===== src/rtl/sar_search_ctrl_pkg.sv =====
// Shared definitions for the successive-approximation search controller and
// the magnitude comparator it talks to.
package sar_search_ctrl_pkg;

  localparam int DEFAULT_WIDTH = 4;
  localparam int CNT_W         = 4;
  localparam int SETTLE_MAX    = 15;

  typedef enum logic [2:0] {
    ST_IDLE   = 3'd0,
    ST_PROBE  = 3'd1,
    ST_WAIT   = 3'd2,
    ST_VERIFY = 3'd3,
    ST_FINISH = 3'd4
  } state_t;

  // Exactly one of the three relation flags may be set for a valid compare.
  function automatic logic flags_onehot(input logic less, input logic equal, input logic greater);
    return (less ^ equal ^ greater) & ~(less & equal & greater);
  endfunction

endpackage


===== src/rtl/sar_search_ctrl_if.sv =====
// Controller <-> comparator/host bundle: trial operand out, relation flags in,
// plus the search handshake and result.
interface sar_search_ctrl_if
  import sar_search_ctrl_pkg::*;
#(
  parameter int WIDTH = DEFAULT_WIDTH
);
  logic             start;
  logic [WIDTH-1:0] guess;
  logic             cmp_less;
  logic             cmp_equal;
  logic             cmp_greater;
  logic             busy;
  logic             done;
  logic [WIDTH-1:0] result;
  logic             found;
  logic             error;

  modport master (
    input  start, cmp_less, cmp_equal, cmp_greater,
    output guess, busy, done, result, found, error
  );

  modport slave (
    output start, cmp_less, cmp_equal, cmp_greater,
    input  guess, busy, done, result, found, error
  );
endinterface


===== src/rtl/sar_search_ctrl.sv =====
// Binary search over 0 .. 2^WIDTH-1 driving comparator operand a, one bit per
// probe, with an optional settle delay before every flag sample.
module sar_search_ctrl
  import sar_search_ctrl_pkg::*;
#(
  parameter int WIDTH  = DEFAULT_WIDTH,
  parameter int SETTLE = 0
) (
  input  logic              clk,
  input  logic              rst,
  sar_search_ctrl_if.master bus
);

  localparam int               BW          = (WIDTH > 1) ? $clog2(WIDTH) : 1;
  localparam logic             HAS_WAIT    = (SETTLE > 0);
  localparam logic [CNT_W-1:0] SETTLE_LAST = (SETTLE > 0) ? CNT_W'(SETTLE - 1) : CNT_W'(0);
  localparam logic [WIDTH-1:0] GUESS_MSB   = {1'b1, {(WIDTH-1){1'b0}}};

  if (SETTLE < 0 || SETTLE > SETTLE_MAX) begin : g_settle_range
    $error("sar_search_ctrl: SETTLE must be within 0..15");
  end

  state_t           state_r, state_s;
  logic [WIDTH-1:0] guess_r, guess_s;
  logic [WIDTH-1:0] result_r, result_s;
  logic [WIDTH-1:0] decided_s;
  logic [BW-1:0]    bit_r, bit_s, bit_dn_s;
  logic [CNT_W-1:0] cnt_r, cnt_s;
  logic             verify_r, verify_s;
  logic             found_r, found_s;
  logic             error_r, error_s;
  logic             busy_r, busy_s;
  logic             done_r, done_s;
  logic             onehot_s;

  // State and output registers.
  always_ff @(posedge clk or posedge rst) begin
    if (rst) begin
      state_r  <= ST_IDLE;
      guess_r  <= '0;
      result_r <= '0;
      bit_r    <= '0;
      cnt_r    <= '0;
      verify_r <= 1'b0;
      found_r  <= 1'b0;
      error_r  <= 1'b0;
      busy_r   <= 1'b0;
      done_r   <= 1'b0;
    end else begin
      state_r  <= state_s;
      guess_r  <= guess_s;
      result_r <= result_s;
      bit_r    <= bit_s;
      cnt_r    <= cnt_s;
      verify_r <= verify_s;
      found_r  <= found_s;
      error_r  <= error_s;
      busy_r   <= busy_s;
      done_r   <= done_s;
    end
  end

  // Next-state and next-output logic.
  always_comb begin
    state_s   = state_r;
    guess_s   = guess_r;
    result_s  = result_r;
    bit_s     = bit_r;
    cnt_s     = cnt_r;
    verify_s  = verify_r;
    found_s   = found_r;
    error_s   = error_r;
    busy_s    = busy_r;
    done_s    = 1'b0;
    onehot_s  = flags_onehot(bus.cmp_less, bus.cmp_equal, bus.cmp_greater);
    bit_dn_s  = bit_r - BW'(1);
    decided_s = guess_r;
    if (bus.cmp_greater) begin
      decided_s[bit_r] = 1'b0;
    end else begin
      decided_s[bit_r] = guess_r[bit_r];
    end

    case (state_r)
      ST_IDLE: begin
        guess_s = '0;
        if (bus.start) begin
          bit_s    = BW'(WIDTH - 1);
          guess_s  = GUESS_MSB;
          result_s = '0;
          found_s  = 1'b0;
          error_s  = 1'b0;
          busy_s   = 1'b1;
          verify_s = 1'b0;
          cnt_s    = '0;
          state_s  = HAS_WAIT ? ST_WAIT : ST_PROBE;
        end else begin
          state_s = ST_IDLE;
        end
      end
      ST_WAIT: begin
        if (cnt_r == SETTLE_LAST) begin
          cnt_s   = '0;
          state_s = verify_r ? ST_VERIFY : ST_PROBE;
        end else begin
          cnt_s = cnt_r + CNT_W'(1);
        end
      end
      ST_PROBE: begin
        if (!onehot_s) begin
          error_s = 1'b1;
          busy_s  = 1'b0;
          done_s  = 1'b1;
          guess_s = '0;
          state_s = ST_FINISH;
        end else if (bus.cmp_equal) begin
          result_s = guess_r;
          found_s  = 1'b1;
          busy_s   = 1'b0;
          done_s   = 1'b1;
          guess_s  = '0;
          state_s  = ST_FINISH;
        end else if (bit_r != '0) begin
          bit_s             = bit_dn_s;
          guess_s           = decided_s;
          guess_s[bit_dn_s] = 1'b1;
          state_s           = HAS_WAIT ? ST_WAIT : ST_PROBE;
        end else begin
          // Last bit decided: re-check the final value before reporting it.
          guess_s  = decided_s;
          verify_s = 1'b1;
          state_s  = HAS_WAIT ? ST_WAIT : ST_VERIFY;
        end
      end
      ST_VERIFY: begin
        result_s = guess_r;
        found_s  = onehot_s & bus.cmp_equal;
        error_s  = ~onehot_s;
        busy_s   = 1'b0;
        done_s   = 1'b1;
        guess_s  = '0;
        state_s  = ST_FINISH;
      end
      ST_FINISH: begin
        guess_s = '0;
        state_s = ST_IDLE;
      end
      default: begin
        guess_s = '0;
        busy_s  = 1'b0;
        state_s = ST_IDLE;
      end
    endcase
  end

  assign bus.guess  = guess_r;
  assign bus.result = result_r;
  assign bus.found  = found_r;
  assign bus.error  = error_r;
  assign bus.busy   = busy_r;
  assign bus.done   = done_r;

endmodule


===== src/flat_wrapper.sv =====
// flat-port wrapper written by rule: the top's interface ports become plain ports
module sar_search_ctrl_flat import sar_search_ctrl_pkg::*;
#(
  parameter int WIDTH  = DEFAULT_WIDTH,
  parameter int SETTLE = 0
)
  (clk, rst, bus_start, bus_cmp_less, bus_cmp_equal, bus_cmp_greater, bus_guess, bus_busy, bus_done, bus_result, bus_found, bus_error);
  sar_search_ctrl_if #(.WIDTH(WIDTH)) bus_i ();
  input  logic clk;
  input  logic rst;
  input wire logic [$bits(bus_i.start)-1:0] bus_start;
  input wire logic [$bits(bus_i.cmp_less)-1:0] bus_cmp_less;
  input wire logic [$bits(bus_i.cmp_equal)-1:0] bus_cmp_equal;
  input wire logic [$bits(bus_i.cmp_greater)-1:0] bus_cmp_greater;
  output wire logic [$bits(bus_i.guess)-1:0] bus_guess;
  output wire logic [$bits(bus_i.busy)-1:0] bus_busy;
  output wire logic [$bits(bus_i.done)-1:0] bus_done;
  output wire logic [$bits(bus_i.result)-1:0] bus_result;
  output wire logic [$bits(bus_i.found)-1:0] bus_found;
  output wire logic [$bits(bus_i.error)-1:0] bus_error;
  assign bus_i.start = bus_start;
  assign bus_i.cmp_less = bus_cmp_less;
  assign bus_i.cmp_equal = bus_cmp_equal;
  assign bus_i.cmp_greater = bus_cmp_greater;
  assign bus_guess = bus_i.guess;
  assign bus_busy = bus_i.busy;
  assign bus_done = bus_i.done;
  assign bus_result = bus_i.result;
  assign bus_found = bus_i.found;
  assign bus_error = bus_i.error;
  sar_search_ctrl #(.WIDTH(WIDTH), .SETTLE(SETTLE)) u_core (.clk(clk), .rst(rst), .bus(bus_i));
endmodule

===== config.mk =====
export PLATFORM = sky130hd
export DESIGN_NAME = sar_search_ctrl_flat
export DESIGN_NICKNAME = d
export VERILOG_FILES = /design/src/rtl/sar_search_ctrl_pkg.sv /design/src/rtl/sar_search_ctrl_if.sv /design/src/rtl/sar_search_ctrl.sv /design/src/flat_wrapper.sv
export SDC_FILE = /design/constraint.sdc
export NUM_CORES = 1
export LEC_CHECK = 0
export CAP_MARGIN = 20
export CORE_MARGIN = 4
export CORE_UTILIZATION = 57
export CTS_BUF_LIST = sky130_fd_sc_hd__clkbuf_16
export DETAILED_ROUTE_END_ITERATION = 10
export PLACE_DENSITY = 0.83
export SLEW_MARGIN = 20
export SYNTH_ARGS = -nofsm -noshare
export SYNTH_HDL_FRONTEND = slang
export SYNTH_SLANG_ARGS = --single-unit

===== constraint.sdc =====
create_clock -name clk -period 3.1 [get_ports clk]
set_input_delay 0.465 -clock clk [delete_from_list [all_inputs] [get_ports clk]]
set_output_delay 0.465 -clock clk [all_outputs]
set_load 0.05 [all_outputs]

; Word-level counts from Yosys, hierarchy flattened
; Cells that the tools add are included.
[classes]
add_sub_neg = 2
magnitude_cmp = 4
n_eq_ne = 13
n_mux = 48
bitwise = 12
n_reduce_logical = 15
[op_table]
columns = cell, n
row1 = $mux W4, 9
row2 = $pmux W4 S3, 2
row3 = $mux W1, 16
row4 = $mux W2, 6
row5 = $pmux W3 S4, 1
row6 = $ne A2 B2 Y1 const B, 5
row7 = $reduce_and A5 Y1, 2
row8 = $mux W3, 3
row9 = $pmux W1 S3, 3
row10 = $pmux W4 S2, 1
row11 = $eq A3 B2 Y1 const B, 2
row12 = $lt A2 B3 Y1 const B, 2
row13 = $ne A2 B1 Y1 const B, 3
row14 = $reduce_and A3 Y1, 2
row15 = $reduce_bool A2 Y1, 3
row16 = $add A4 B1 Y4 const B, 1
row17 = $and A1 B1 Y1, 4
row18 = $and A4 B4 Y4, 1
row19 = $bwmux W4, 1
row20 = $demux W1 S2, 2
row21 = $ge A2 B1 Y1 const B, 2
row22 = $logic_not A4 Y1, 1
row23 = $not A4 Y4, 1
row24 = $or A4 B4 Y4, 1
row25 = other kinds (15), 20
[totals]
regBits = 22
output_inout_bits = 12
word_cells = 104

; Logic depth before layout (Yosys ltp)
; Gate-level depths: netlist (run 1).
[logic_depth]
depth_word = 12
depth_mapped = 7
ltp_nobuf = 6

; Worst setup path before layout (run 1)
; Ideal clock, no wire load.
[synth_timing]
path_kind = input to register
from = input bus_cmp_equal
to = register u_core.bit_r[0]
setup_ns = 0.121
t_arrival_ns = 1.785
required_time_ns = 2.979
path_slack_ns = 1.194
cell_stages = 6
path_buffers = 1
path_cell_list = ha_1 > or3b_1 > clkbuf_1 > a221oi_2 > mux2i_1 > o22a_1
[synth_via]
elab_chain_cells = 6
word_cells_on_any_way = 9
cone_classes = eq/ne (2) / bitwise (6) / reduce/logical (1)
[synth_lines]
columns = item, line_no
row1 = start: declaration, flat_wrapper.sv:13  ; input wire logic [$bits(bus_i.cmp_equal)-1:0] bus_cmp_equal;
row2 = $and A1 B1 Y1 (2 in series), sar_search_ctrl_pkg.sv:19  ; return (less ^ equal ^ greater) & ~(less & equal & greater);
row3 = $not A1 Y1, sar_search_ctrl_pkg.sv:19
row4 = $and A1 B1 Y1, sar_search_ctrl_pkg.sv:19
row5 = $ne A2 B1 Y1 (no line), -
row6 = $reduce_and A5 Y1 (no line) *, -
row7 = end signal: assignment, sar_search_ctrl.sv:53  ; bit_r <= bit_s;
row8 = end: declaration, sar_search_ctrl.sv:27  ; logic [BW-1:0] bit_r, bit_s, bit_dn_s;
; Mark *: on every way between the ends. The rest lies on a longest branch, timed or not.
; A chain may end at the register's enable or synchronous reset.

; Final worst setup path (run 1)
[layout_timing]
from = input bus_cmp_equal
to = register u_core.state_r[0]
[layout_via]
elab_chain_cells = 6
word_cells_on_any_way = 9
cone_classes = mux (3) / bitwise (6)
[layout_lines]
columns = item, line_no
row1 = $and A1 B1 Y1 (2 in series), sar_search_ctrl_pkg.sv:19
row2 = $not A1 Y1, sar_search_ctrl_pkg.sv:19
row3 = $and A1 B1 Y1, sar_search_ctrl_pkg.sv:19
row4 = $mux W3 *, sar_search_ctrl.sv:110  ; if (!onehot_s) begin
row5 = $pmux W3 S4 *, sar_search_ctrl.sv:84  ; case (state_r)
row6 = end signal: assignment, sar_search_ctrl.sv:50  ; state_r <= state_s;
row7 = end: declaration, sar_search_ctrl.sv:23  ; state_t state_r, state_s;
; Marked as above.

==> results of run 1 <==
worst paths after layout:
path	startpoint	endpoint	slack, ps	cells past startpoint
min in group asynchronous	rst	u_core.cnt_r[3]	670	2
max in group asynchronous	rst	u_core.bit_r[0]	1910	2
max reg2reg	u_core.bit_r[0]	u_core.bus.guess[3]	1250	4
max	bus_cmp_equal	u_core.state_r[0]	770	6
min	u_core.bus.result[3]	u_core.bus.result[3]	500	1
min reg2reg	u_core.bus.result[3]	u_core.bus.result[3]	500	1
critical path: cells and delay by family:
family,cells,cell delay [ps]
simple gates,2,640
buf+inv,1,590
compound gates,2,530
fa+ha+maj,1,280
flip-flops by register name, indices dropped and copies added, names as in the netlist:
signal	cells
u_core.bus.found	1
u_core.cnt_r	4
u_core.bus.done	1
u_core.bus.error	1
u_core.bus.busy	1
u_core.bit_r	2
u_core.bus.result	4
u_core.bus.guess	4
u_core.state_r	3
u_core.verify_r	1
final cells by class:
type / count / area (um2) / share of cell area, %
Multi-Input combinational cell: 87 / 649.4 / 41.79
Tap cell: 27 / 33.78 / 2.174
Sequential cell: 22 / 550.5 / 35.43
Clock inverter: 1 / 30.03 / 1.932
Inverter: 12 / 45.04 / 2.899
Clock buffer: 3 / 75.07 / 4.831
Timing Repair Buffer: 17 / 170.2 / 10.95
power breakdown:
part	internal (W)	switching [W]	total, W	leakage, nW
Combinational	0.000186	0.000311	0.000497	0.357
Clock	0.000257	0.000107	0.000364	0.0511
Sequential	0.000339	0.0000751	0.000415	0.288
Total	0.000783	0.000493	0.00128	0.696
kinds of logic after synthesis:
| logic type | after synthesis | share of synthesized area [%] |
|---|---|---|
| and+or+nand+nor | 28 | 11.67 |
| AOI/OAI and AO/OA | 47 | 27.16 |
| muxes | 4 | 4.216 |
| DFF | 22 | 43.14 |
| adders and majority gates | 8 | 7.843 |
| buffers and inverters | 16 | 5.979 |
per-layer routing:
layer | global-route usage [%] | share of wire, % | vias to the layer above
met4 | 7.292 | 1.5 | 0
li1 | - | - | 494
met5 | 0 | 0 | -
met2 | 33.45 | 49 | 40
met1 | 26.75 | 44 | 486
met3 | 3.963 | 5.7 | 5
through the flow:
step	worst slack, ps	cell area (um2)	power, W
global route	616.8	1554	0.001342
global placement	575.4	1449	0.0008859
floorplan	1194	1276	0.0007716
finish	765.3	1554	0.001275
CTS	782.5	1554	0.001271
detailed placement	515.1	1449	0.0009033
placed cells by master, fill, tap and decap left out, types with 2 or more instances in the layout:
cell type,synthesis,layout
a21o_1,3,3
o22ai_1,2,2
or3b_1,2,2
nand2b_1,2,2
nor2b_1,3,3
a22o_1,8,8
mux2i_1,2,2
clkbuf_16,0,3
o21ai_0,5,5
inv_1,12,12
a32o_1,2,2
a21oi_1,8,8
dfrtp_1,22,22
nand3_1,2,2
o31ai_1,2,2
nand2_1,7,7
clkdlybuf4s50_1,0,17
a22oi_1,2,2
nor2_1,10,10
o21ai_1,2,2
ha_1,8,8
==> report_table.html, run 1 <==
<table>
<tr><th>Metric</th><th>Value</th></tr>
<tr><th colspan="2">Worst setup path</th></tr>
<tr><td>CP Launch Type</td><td>input pin</td></tr>
<tr><td>Critical path peak fanout</td><td>6</td></tr>
<tr><td>Category of the most critical setup path</td><td>in -&gt; reg</td></tr>
<tr><td>Worst Path Required</td><td>3270 ps</td></tr>
<tr><td>Biggest cell delay along the critical path</td><td>roughly 590 ps</td></tr>
<tr><td>Endpoint arrival time on the critical path</td><td>around 2500 ps</td></tr>
<tr><td>Slowest library cell on the worst path</td><td>clkdlybuf4s50_1</td></tr>
<tr><td>Critical path cell sequence</td><td>clkdlybuf4s50_1 &gt; ha_1 &gt; or3b_1 &gt; a21oi_2 &gt; nand2_1 &gt; a211oi_1</td></tr>
<tr><td>Critical Path End Type</td><td>register</td></tr>
<tr><th colspan="2">CTS</th></tr>
<tr><td>Clock-pin slew of the registers on the worst-case setup and hold paths</td><td>60 ps</td></tr>
<tr><td>Clock network latency to the later pin of the worst-skew pair</td><td>260 ps</td></tr>
<tr><td>TritonCTS clock tree</td><td>done</td></tr>
<tr><td>Number of sinks driven by the clock tree</td><td>22</td></tr>
<tr><td>Maximum count of clock buffers along a single path</td><td>2</td></tr>
<tr><td>Master cell of the clock root buffer</td><td>clkbuf_16</td></tr>
<tr><td>Number of CTS-inserted buffers</td><td>3</td></tr>
<tr><td>Post-CTS Setup Bufs</td><td>0</td></tr>
<tr><td>Post-CTS Resized</td><td>0</td></tr>
<tr><td>H-tree depth</td><td>1</td></tr>
<tr><td>Quantity of hold-fixing buffers added after cts</td><td>0</td></tr>
<tr><th colspan="2">Synth</th></tr>
<tr><td>Top cell types by occurrence after synthesis</td><td>dfrtp_1 (22), inv_1 (12), nor2_1 (10)</td></tr>
<tr><td>Number of synthesized flops with an enable pin</td><td>0</td></tr>
<tr><td>Post-synthesis average cell area</td><td>approximately 10 um2</td></tr>
<tr><td>Most common cell in the synthesized netlist</td><td>dfrtp_1</td></tr>
<tr><td>Syn_nets</td><td>139</td></tr>
<tr><td>Register bit count reported by yosys</td><td>22</td></tr>
<tr><td>Gate count after technology mapping</td><td>125</td></tr>
<tr><td>Commonest register cell after synthesis</td><td>dfrtp_1</td></tr>
<tr><td>Top cells by area in the synthesized netlist</td><td>dfrtp_1 (43%), ha_1 (7.8%), a22o_1 (5.5%), inv_1 (3.5%), a21oi_1 (3.1%)</td></tr>
<tr><td>Sequential element share of the synthesized area</td><td>43.14%</td></tr>
<tr><td>Synthesized area</td><td>1276 um2</td></tr>
<tr><td>Fraction of synthesized cell area taken by the top area cell type</td><td>43.14%</td></tr>
<tr><td>Library cells used by synthesis</td><td>39</td></tr>
<tr><td>Yosys warning count</td><td>0</td></tr>
<tr><td>Ys async rst share</td><td>100.0%</td></tr>
<tr><td>Cell type with the highest aggregate area in the netlist</td><td>dfrtp_1</td></tr>
<tr><th colspan="2">Global route</th></tr>
<tr><td>Global-route wire length before repair</td><td>4926 um</td></tr>
<tr><td>Overflow after GRT</td><td>0</td></tr>
<tr><td>Total routing usage reported by global routing</td><td>20.41%</td></tr>
<tr><td>Antenna violations before repair</td><td>0</td></tr>
<tr><td>Vias in the first global route</td><td>1014</td></tr>
<tr><td>Pin count of the biggest net entering global routing</td><td>23</td></tr>
<tr><th colspan="2">Die</th></tr>
<tr><td>Initial core utilization</td><td>62.50%</td></tr>
<tr><td>Vertical die dimension</td><td>55.32 um</td></tr>
<tr><td>Die extent in x</td><td>55.32 um</td></tr>
<tr><td>I/O pin count</td><td>18</td></tr>
<tr><td>FP Rows</td><td>16</td></tr>
<tr><td>Area enclosed by the die boundary</td><td>roughly 3100 um2</td></tr>
<tr><td>Standard cell core area</td><td>roughly 2000 um2</td></tr>
<tr><th colspan="2">Drt</th></tr>
<tr><td>Overall via count from detail_route</td><td>around 1000</td></tr>
<tr><td>Count of unresolved DRC violations after routing</td><td>0</td></tr>
<tr><td>Number of violations reported at the end of detailed-routing iteration 0</td><td>44</td></tr>
<tr><td>Routed via count divided by cell count</td><td>6.065</td></tr>
<tr><td>Count of nets left with antenna violations after detail routing</td><td>0</td></tr>
<tr><td>Routed Wire Length</td><td>2884 um</td></tr>
<tr><td>Routed wirelength normalized by instance count</td><td>17.07 um</td></tr>
<tr><td>Length of the first detailed-routing pass in iterations</td><td>4</td></tr>
<tr><th colspan="2">Timing</th></tr>
<tr><td>Setup violations, final</td><td>0</td></tr>
<tr><td>Remaining max-slew budget at the tightest pin</td><td>44.82%</td></tr>
<tr><td>Slew at the pin closest to its max-slew limit</td><td>826.8 ps</td></tr>
<tr><td>Final sum of negative setup slack</td><td>0 ps</td></tr>
<tr><td>Count of pins over their slew limit</td><td>0</td></tr>
<tr><td>Skew final</td><td>6.404 ps</td></tr>
<tr><td>Final Hold Slack</td><td>501.3 ps</td></tr>
<tr><td>Hold violation total from the final report</td><td>0</td></tr>
<tr><td>Period Utilization, post-route</td><td>75.31%</td></tr>
<tr><td>RSZ-0062 raised after global routing</td><td>false</td></tr>
<tr><td>Post-layout min period</td><td>about 2300 ps</td></tr>
<tr><td>Highest achievable clock rate</td><td>428.3 MHz</td></tr>
<tr><th colspan="2">Finish</th></tr>
<tr><td>Layout cell share with drive strength beyond 1</td><td>7.746%</td></tr>
<tr><td>Net count of the finished layout</td><td>between 150 and 200</td></tr>
<tr><td>Fill cell total of the finished layout</td><td>roughly 140</td></tr>
<tr><td>Antenna diode count</td><td>0</td></tr>
<tr><td>Growth of design area from synthesis to finish</td><td>21.76%</td></tr>
<tr><td>Post-route insts no fill</td><td>around 170</td></tr>
<tr><td>Utilization after layout</td><td>between 70% and 80%</td></tr>
<tr><th colspan="2">Place</th></tr>
<tr><td>Count of placed standard cells including taps</td><td>roughly 170</td></tr>
<tr><td>Total half-perimeter wirelength after legalization and detailed placement</td><td>about 2000 um</td></tr>
<tr><td>Number of input and output port buffers inserted</td><td>17</td></tr>
<tr><td>GPL Wtd Cong</td><td>0.8883</td></tr>
<tr><th colspan="2">Pwr</th></tr>
<tr><td>Total leakage power</td><td>between 0.6 and 0.7 nW</td></tr>
<tr><td>Maximum VDD drop</td><td>0.6653 mV</td></tr>
<tr><td>Total power density per cell area</td><td>slightly above 800 nW/um2</td></tr>
<tr><th colspan="2">Outcome</th></tr>
<tr><td>Result of the run</td><td>finished clean</td></tr>
<tr><th colspan="2">Hold path</th></tr>
<tr><td>Class of the tightest hold or removal check</td><td>reg -&gt; reg</td></tr>
<tr><th colspan="2">Run</th></tr>
<tr><td>Maxcap violations</td><td>0</td></tr>
</table>
(Power assumes the default switching activity.)
==> run 2, diff against run 1 <==
--- a/config.mk
+++ b/config.mk
@@ -7,10 +7,10 @@
 export LEC_CHECK = 0
 export CAP_MARGIN = 20
 export CORE_MARGIN = 4
-export CORE_UTILIZATION = 57
+export CORE_UTILIZATION = 53
 export CTS_BUF_LIST = sky130_fd_sc_hd__clkbuf_16
 export DETAILED_ROUTE_END_ITERATION = 10
-export PLACE_DENSITY = 0.83
+export PLACE_DENSITY = 0.78
 export SLEW_MARGIN = 20
 export SYNTH_ARGS = -nofsm -noshare
 export SYNTH_HDL_FRONTEND = slang
==> constraint.sdc (replaced) <==
create_clock -name clk -period 2.3 [get_ports clk]
set_input_delay 0.345 -clock clk [delete_from_list [all_inputs] [get_ports clk]]
set_output_delay 0.345 -clock clk [all_outputs]
set_load 0.05 [all_outputs]
==> run 2 against run 1 <==
Against the previous run: final cell count up 3.6%; die area up 6.4%; sequential cell count unchanged; core utilization down 5.5 points; global-route usage down 2.4 points; clock-buffer cell count unchanged; power up 34%; via count up 3.2%; critical path depth unchanged; routed wire length down 5.5%; critical path type unchanged; largest power group unchanged.
==> report_table.html, run 2 (same netlist as run 1, synthesis figures left out) <==
<table>
<tr><th>Metric</th><th>Value</th></tr>
<tr><th colspan="2">CTS</th></tr>
<tr><td>Clock network latency to the later pin of the worst-skew pair</td><td>250 ps</td></tr>
<tr><td>Clock-pin slew of the registers on the worst-case setup and hold paths</td><td>roughly 60 ps</td></tr>
<tr><td>Post-CTS Setup Bufs</td><td>0</td></tr>
<tr><td>Maximum count of clock buffers along a single path</td><td>2</td></tr>
<tr><td>Post-CTS Resized</td><td>0</td></tr>
<tr><td>Number of sinks driven by the clock tree</td><td>22</td></tr>
<tr><td>TritonCTS clock tree</td><td>done</td></tr>
<tr><td>Quantity of hold-fixing buffers added after cts</td><td>0</td></tr>
<tr><td>Master cell of the clock root buffer</td><td>clkbuf_16</td></tr>
<tr><td>H-tree depth</td><td>1</td></tr>
<tr><td>Number of CTS-inserted buffers</td><td>3</td></tr>
<tr><th colspan="2">Outcome</th></tr>
<tr><td>Result of the run</td><td>finished clean</td></tr>
<tr><th colspan="2">Worst setup path</th></tr>
<tr><td>CP Launch Type</td><td>input pin</td></tr>
<tr><td>Biggest cell delay along the critical path</td><td>460 ps</td></tr>
<tr><td>Endpoint arrival time on the critical path</td><td>2240 ps</td></tr>
<tr><td>Kind of cell with the highest combined delay on the critical path</td><td>compound AO/OA/AOI/OAI gates</td></tr>
<tr><td>Category of the most critical setup path</td><td>in -&gt; reg</td></tr>
<tr><td>Slowest library cell on the worst path</td><td>or3b_1</td></tr>
<tr><td>Critical path cell sequence</td><td>clkdlybuf4s50_1 &gt; ha_1 &gt; or3b_1 &gt; a211o_1 &gt; o21ai_1 &gt; a22o_1</td></tr>
<tr><td>Worst Path Required</td><td>2490 ps</td></tr>
<tr><td>Critical Path End Type</td><td>register</td></tr>
<tr><td>Critical path peak fanout</td><td>6</td></tr>
<tr><td>Worst path buffer plus inverter count</td><td>1</td></tr>
<tr><th colspan="2">Finish</th></tr>
<tr><td>Fill cell total of the finished layout</td><td>170</td></tr>
<tr><td>Growth of design area from synthesis to finish</td><td>24.80%</td></tr>
<tr><td>Commonest cells after routing, fill and taps aside</td><td>dfrtp_1 (22), clkdlybuf4s50_1 (17), inv_1 (12)</td></tr>
<tr><td>Register Area</td><td>550.5 um2</td></tr>
<tr><td>Net count of the finished layout</td><td>162</td></tr>
<tr><td>Layout cell share with drive strength beyond 1</td><td>10.88%</td></tr>
<tr><td>Utilization after layout</td><td>70.64%</td></tr>
<tr><td>Area of combinational cells with multiple inputs</td><td>649.4 um2</td></tr>
<tr><td>Antenna diode count</td><td>0</td></tr>
<tr><td>Commonest non-fill, non-tap cell in the layout</td><td>dfrtp_1</td></tr>
<tr><th colspan="2">Pwr</th></tr>
<tr><td>Total chip power</td><td>0.001708 W</td></tr>
<tr><td>Total power density per cell area</td><td>1072 nW/um2</td></tr>
<tr><td>Total leakage power</td><td>0.7203 nW</td></tr>
<tr><td>Maximum VDD drop</td><td>0.9941 mV</td></tr>
<tr><th colspan="2">Timing</th></tr>
<tr><td>Setup violations, final</td><td>0</td></tr>
<tr><td>Highest achievable clock rate</td><td>488.5 MHz</td></tr>
<tr><td>Period Utilization, post-route</td><td>89.00%</td></tr>
<tr><td>Post-layout min period</td><td>2047 ps</td></tr>
<tr><td>RSZ-0062 raised after global routing</td><td>false</td></tr>
<tr><td>Hold violation total from the final report</td><td>0</td></tr>
<tr><td>Slew at the pin closest to its max-slew limit</td><td>516.0 ps</td></tr>
<tr><td>Skew final</td><td>4.590 ps</td></tr>
<tr><td>Remaining max-slew budget at the tightest pin</td><td>65.30%</td></tr>
<tr><td>Count of pins over their slew limit</td><td>0</td></tr>
<tr><th colspan="2">Drt</th></tr>
<tr><td>Overall via count from detail_route</td><td>approximately 1100</td></tr>
<tr><td>Count of nets left with antenna violations after detail routing</td><td>0</td></tr>
<tr><td>Routed Wire Length</td><td>~2700 um</td></tr>
<tr><td>Count of unresolved DRC violations after routing</td><td>0</td></tr>
<tr><td>Routed via count divided by cell count</td><td>6.046</td></tr>
<tr><td>Routed wirelength normalized by instance count</td><td>15.58 um</td></tr>
<tr><td>Number of violations reported at the end of detailed-routing iteration 0</td><td>23</td></tr>
<tr><td>Length of the first detailed-routing pass in iterations</td><td>4</td></tr>
<tr><th colspan="2">Die</th></tr>
<tr><td>Die extent in x</td><td>57.07 um</td></tr>
<tr><td>Standard cell core area</td><td>around 2300 um2</td></tr>
<tr><td>I/O pin count</td><td>18</td></tr>
<tr><td>Area enclosed by the die boundary</td><td>~3300 um2</td></tr>
<tr><td>FP Rows</td><td>17</td></tr>
<tr><td>Initial core utilization</td><td>56.60%</td></tr>
<tr><td>Vertical die dimension</td><td>approximately 57 um</td></tr>
<tr><th colspan="2">Global route</th></tr>
<tr><td>Global-route wire length before repair</td><td>4643 um</td></tr>
<tr><td>Vias in the first global route</td><td>roughly 1000</td></tr>
<tr><td>Overflow after GRT</td><td>0</td></tr>
<tr><td>Antenna violations before repair</td><td>0</td></tr>
<tr><td>Total routing usage reported by global routing</td><td>18.03%</td></tr>
<tr><td>Pin count of the biggest net entering global routing</td><td>23</td></tr>
<tr><th colspan="2">Place</th></tr>
<tr><td>GPL Wtd Cong</td><td>between 0.8 and 0.9</td></tr>
<tr><td>Number of input and output port buffers inserted</td><td>17</td></tr>
<tr><td>Total half-perimeter wirelength after legalization and detailed placement</td><td>2060 um</td></tr>
<tr><th colspan="2">Run</th></tr>
<tr><td>Maxcap violations</td><td>0</td></tr>
<tr><th colspan="2">Hold path</th></tr>
<tr><td>Class of the tightest hold or removal check</td><td>in -&gt; async</td></tr>
</table>
-- run 2: cell types whose count changed in the layout (fill, tap and decap cells not counted), sizes merged --
cell,delta
buf,+5
-- run 2: path summary, 6_finish.rpt --
path / from / endpoint / slack [ps] / depth (start not counted)
max in group asynchronous: rst / u_core.bus.busy / 1610 / 3
worst min-delay path: rst / u_core.cnt_r[0] / 460 / 3
min in group clk: u_core.bus.result[1] / u_core.bus.result[1] / 510 / 1
worst max-delay path: bus_cmp_equal / u_core.bus.result[0] / 250 / 6
worst max register to register: u_core.state_r[0] / u_core.bit_r[0] / 490 / 4
worst min register to register: u_core.bus.result[1] / u_core.bus.result[1] / 510 / 1
-- run 2: cell type report --
type	instances	area share (%)
multi-input combinational	87	40.77
sequential	22	34.56
timing repair buffer	22	13.04
clock buffer	3	4.713
inverter	12	2.828
tap	28	2.200
clock inverter	1	1.885
-- run 2: layer usage --
metal	track usage, %	part of all wire (%)	up-vias
met5	0	0	-
met1	22.89	44	527
met3	2.941	3.0	2
met4	5.629	0.51	0
li1	-	-	507
met2	31.32	53	22
-- run 2: worst min-delay path, stage by stage --
cell and delay, ps:
clkdlybuf4s50_1 410, inv_1 60, buf_4 280
-- run 2: report_power, final --
part / internal, W / switching [W]
combinational: 0.000260 / 0.000418
clock: 0.000345 / 0.000133
sequential: 0.000458 / 0.0000940
total: 0.00106 / 0.000645
-- run 2: stage by stage --
stage | worst slack [ps] | instances | setup TNS (ps) | hold slack [ps] | instance area (um2)
after floorplan | 514.3 | 125 | 0 | 334.2 | 1276
after global placement | 61.87 | 171 | 0 | 490.5 | 1488
after detailed placement | -16.51 | 171 | -16.51 | 495.5 | 1488
after CTS | 252.7 | 175 | 0 | 466.5 | 1593
after global routing | 174.6 | 175 | 0 | 497.9 | 1593
final | 253.0 | 175 | 0 | 463.5 | 1593
